File: src/rtl/dff_shift_reg.sv
// dff_shift_reg: WIDTH-bit rising-edge register with asynchronous active-low
// reset and a hold / parallel-load / shift-left / shift-right mode mux.
module dff_shift_reg #(
    parameter int              WIDTH     = 8,
    parameter logic [WIDTH-1:0] RESET_VAL = {WIDTH{1'b0}}
) (
    input  logic             CLK,
    input  logic             nRST,
    input  logic [1:0]       MODE,
    input  logic [WIDTH-1:0] D,
    input  logic             SIN,
    output logic [WIDTH-1:0] Q,
    output logic [WIDTH-1:0] nQ,
    output logic             SOUT_L,
    output logic             SOUT_R
);

    localparam logic [1:0] MODE_HOLD = 2'b00;
    localparam logic [1:0] MODE_LOAD = 2'b01;
    localparam logic [1:0] MODE_SHL  = 2'b10;
    localparam logic [1:0] MODE_SHR  = 2'b11;

    logic [WIDTH-1:0] q_s;

    // Each bit behaves as a master latch open while CLK is low feeding a slave
    // open while CLK is high, so the stored value only moves on the rising edge.
    for (genvar i = 0; i < WIDTH; i++) begin : g_bit
        logic left_src_s;
        logic right_src_s;
        logic next_s;
        logic bit_r;

        // Neighbour taps; the end bits take SIN, and a 1-bit register takes SIN both ways.
        if (WIDTH == 1) begin : g_single
            assign left_src_s  = SIN;
            assign right_src_s = SIN;
        end else if (i == 0) begin : g_lsb
            assign left_src_s  = SIN;
            assign right_src_s = q_s[i+1];
        end else if (i == WIDTH - 1) begin : g_msb
            assign left_src_s  = q_s[i-1];
            assign right_src_s = SIN;
        end else begin : g_mid
            assign left_src_s  = q_s[i-1];
            assign right_src_s = q_s[i+1];
        end

        // Mode mux selecting this bit's next state.
        always_comb begin
            next_s = bit_r;
            case (MODE)
                MODE_HOLD: next_s = bit_r;
                MODE_LOAD: next_s = D[i];
                MODE_SHL:  next_s = left_src_s;
                MODE_SHR:  next_s = right_src_s;
                default:   next_s = bit_r;
            endcase
        end

        // Storage cell; reset forces the whole cell regardless of CLK or MODE.
        always_ff @(posedge CLK or negedge nRST) begin
            if (!nRST) begin
                bit_r <= RESET_VAL[i];
            end else begin
                bit_r <= next_s;
            end
        end

        assign q_s[i] = bit_r;
    end

    assign Q      = q_s;
    assign nQ     = ~q_s;
    assign SOUT_L = q_s[WIDTH-1];
    assign SOUT_R = q_s[0];

endmodule

File: config.mk
export PLATFORM = sky130hd
export DESIGN_NAME = dff_shift_reg
export DESIGN_NICKNAME = d
export VERILOG_FILES = /design/src/rtl/dff_shift_reg.sv
export SDC_FILE = /design/constraint.sdc
export NUM_CORES = 1
export LEC_CHECK = 0
export CAP_MARGIN = 20
export CORE_MARGIN = 5
export CORE_UTILIZATION = 35
export CTS_BUF_LIST = sky130_fd_sc_hd__clkbuf_4 sky130_fd_sc_hd__clkbuf_8 sky130_fd_sc_hd__clkbuf_16
export CTS_CLUSTER_SIZE = 10
export DETAILED_ROUTE_END_ITERATION = 10
export PLACE_DENSITY = 0.88
export SYNTH_ARGS = -nofsm -noshare
export SYNTH_HDL_FRONTEND = slang
export SYNTH_SLANG_ARGS = --single-unit
export TNS_END_PERCENT = 1
File: constraint.sdc
create_clock -name CLK -period 1.2 [get_ports CLK]
set_input_delay 0.24 -clock CLK [delete_from_list [all_inputs] [get_ports CLK]]
set_output_delay 0.24 -clock CLK [all_outputs]
set_load 0.02 [all_outputs]
; Yosys cells after proc, flatten, opt, wreduce, memory -nomap -nowiden
; Index checks and enable logic that the tools add are counted.
[word_totals]
reg_bits = 8
input_bits = 13
out_inout_bits = 18
[op_classes]
eq_ne = 3
mux = 8
bitwise = 1
n_reduce_logical = 1
[ops]
columns = operator, n
row1 = case mux 1 bit (3 select lines), 8
row2 = NOT 8 bit, 1
row3 = equality test 2 bit (second input constant), 2
row4 = equality test 2 x 1 -> 1 bit (second input constant), 1
row5 = logical NOT 2 bit, 1

; Depth between registers and ports, before layout
; Gate-level depths: netlist (run 1).
[depth]
word_depth = 2
depth_mapped = 2

; Least setup slack after synthesis (run 1)
; OpenSTA, ideal clock, no wires.
[synth_timing]
kind = reg2reg
start = reg g_bit[7].bit_r, in the netlist SOUT_L
end = reg g_bit[6].bit_r
setup_time_ns = 0.138
t_arrival_ns = 0.931
required_ns = 1.062
setup_slack_ns = 0.131
path_stages_with_launch = 2
n_path_buf = 0
path_cell_list = dfrtp_1 -> mux4_2
[synth_via]
elab_chain_len = 1
[synth_lines]
columns = element, line
row1 = "start, declared", 31  ; logic bit_r;
row2 = "start signal, assigned", 63  ; bit_r <= RESET_VAL[i];
row3 = "start signal, assigned", 65  ; bit_r <= next_s;
row4 = case mux 1 bit (3 select lines), 51  ; case (MODE)
row5 = "end signal, assigned", 63
row6 = "end signal, assigned", 65
row7 = "end, declared", 31
; Every way passes these cells.
; A chain may end at the register's enable or synchronous reset.

; Final worst setup path (run 1)
[layout_timing]
start = reg g_bit[1].bit_r
end = out Q[1]
[layout_lines]
columns = element, line
row1 = "start, declared", 31
row2 = "start signal, assigned", 63
row3 = "start signal, assigned", 65
row4 = "end, declared", 12  ; output logic [WIDTH-1:0] Q,
; No word-level cell between the ends.

==> flow_summary.toml, run 1 <==
[clock_network]
cts_root_buf = "clkbuf_4"
cts_tree = "built"
clk_pin_slew_ns = 0.05
clock_latency_ns = 0.24
cts.htree.levels = 1
clockBufferDepth = 2
numClockSinks = 8
cts_buffers = 3

[floorplanning]
initial_core_util = 0.374
coreArea_mm2 = 0.00132
die_w_um = 47.5
io_pins = 31
die_h_um = 47.5
fp.dieArea_mm2 = 0.00226
num_rows = 13

[job]
maxCapViolCount = 0

[placed_design]
io_buffers = 30
dp_slack_ns = -0.330
place_hpwl_um = 963
place_area_um2 = 810
finalWeightedCongestion = 0.825

[global_routing]
track_usage = 0.128
grt_max_degree = 9
grt_pass1_vias = 440
grt_pass1_wl_mm = 1.93
overflow = 0
antenna_found_initial = 0

[yosys]
avgSynthCellArea_um2 = 14.5
syn_area_um2 = 493
synth-seq-cells = 8
synthDistinctLibCells = 5
synth.net_count = 47
ys.warnings.count = 0
synthCells = 34
synth-seq-area-share = 0.406

[sta]
clock.fmax_ghz = 0.863
slew_headroom = 0.769
finalCriticalPeriod_ns = 1.16
hold_ws_ns = 0.266
fin_setup_tns_ns = 0
drv_slew = 0
final-setup-viol-count = 0
fin_ws_ns = 0.0411
hold_viol_final = 0
tightest_slew_ns = 0.345
rsz0062_at_grt = "no"
finalClockSkew_ns = 0.00255
fin_crit_sh = 0.966

[layout]
most-common-layout-cells = "clkdlybuf4s50_1 (10), buf_2 (9), buf_4 (9), inv_1 (8), mux4_2 (8)"
drive_gt1_frac = 0.588
seq_area_um2 = 201
multiInputGateArea_um2 = 180
n_fill_cell = 117
design_area_um2 = 771
final_common_cell = "clkdlybuf4s50_1"
num_antenna_cells = 0
synthToLayoutAreaGrowth_pct = 56.3
nets = 83

[worst_hold_path]
hold_path.class = "in2async"

[critical_path]
crit_path_end_kind = "output pin"
worst_setup_path_start_kind = "flip-flop"
arrival_ns = 0.92
slowest_stage = "dfrtp_1"
worst-path-buf-inv = 1
critPathRequiredTime_ns = 0.96
critPathKind = "reg2out"
critPathTopFamily = "flip-flops"
critPathMaxStageDelay_ns = 0.38
worstPathMaxFanout = 3
crit_chain = "clkdlybuf4s15_1"

[pwr]
power.leakage_nw = 0.381
power_density_mw_per_mm2 = 1500
ir_drop_uv = 609

[drt]
drt_iter0_drc = 1
wire_per_inst_um = 13.7
antenna_left = 0
first_pass_iters = 2
route.vias.total = 386
drc = 0
wl_mm = 1.14
routed_via_density = 4.65

[run_status]
status = "complete, no violations"
## cell families (layout without fill, tap and decap cells)
| logic type | after synthesis | in the layout | share of synthesized area |
|---|---|---|---|
| buffers and inverters | 18 | 52 | 0.228 |
| muxes | 8 | 8 | 0.365 |
| DFF | 8 | 8 | 0.406 |
## registers in the layout (all words and copies together), names as in the netlist
signal / count
SOUT_L: 1
SOUT_R: 1
g_bit.right_src_s: 6
## synthesized netlist by cell type
cell	n	area, um^2
buf_4	8	60.1
buf_6	2	22.5
dfrtp_1	8	200
inv_1	8	30.0
mux4_2	8	180
## final timing paths
path / slack (ns) / from / endpoint / depth (start not counted)
setup / recovery: 0.04 / g_bit[0].right_src_s$_DFFE_PN0P_ / Q[1] / 1
hold / removal: 0.27 / nRST / g_bit[4].right_src_s$_DFFE_PN0P_ / 1
setup reg to reg: 0.05 / g_bit[3].right_src_s$_DFFE_PN0P_ / g_bit[4].right_src_s$_DFFE_PN0P_ / 2
hold reg to reg: 0.66 / g_bit[5].right_src_s$_DFFE_PN0P_ / g_bit[5].right_src_s$_DFFE_PN0P_ / 1
max in group asynchronous: 0.66 / nRST / g_bit[5].right_src_s$_DFFE_PN0P_ / 1
min in group CLK: 0.53 / MODE[1] / SOUT_L$_DFFE_PN0P_ / 3
## per-layer routing
metal | vias to the layer above | track usage | share of wire
met1 | 176 | 0.160 | 0.41
met3 | 2 | 0.0451 | 0.14
li1 | 179 | - | -
met4 | 0 | 0.0645 | 0.012
met5 | - | 0 | 0
met2 | 29 | 0.198 | 0.43
## timing repair
action                     4_1_cts  5_1_grt
hold buffers                     0        0
setup endpoints to repair       26       10
cloned                           0        0
resized for setup               53       13
buffers inserted                 2        0
## power breakdown
part / internal, mW / switching [mW]
Sequential: 0.331 / 0.0618
Combinational: 0.282 / 0.293
Clock: 0.114 / 0.0784
## final cells by class
type                       instances  area share
inverter                           8      0.0390
sequential                         8       0.261
clock buffer                       3      0.0292
tap                               15      0.0244
multi-input combinational          8       0.234
timing repair buffer              41       0.412
## stage by stage
stage,util,total power [mW],instances
global placement,0.614,1.07,78
floorplan,-,0.773,34
finish,0.585,1.16,83
detailed placement,0.614,1.09,78
global route,0.585,1.24,83
CTS,0.623,1.21,83
No activity file was read; power rests on OpenSTA's default activity.
==> run 2, diff against run 1 <==
- CTS_CLUSTER_SIZE: 10 -> 14
==> results of run 2 <==
Final layout, timing and power as in run 1 (identical DEF).
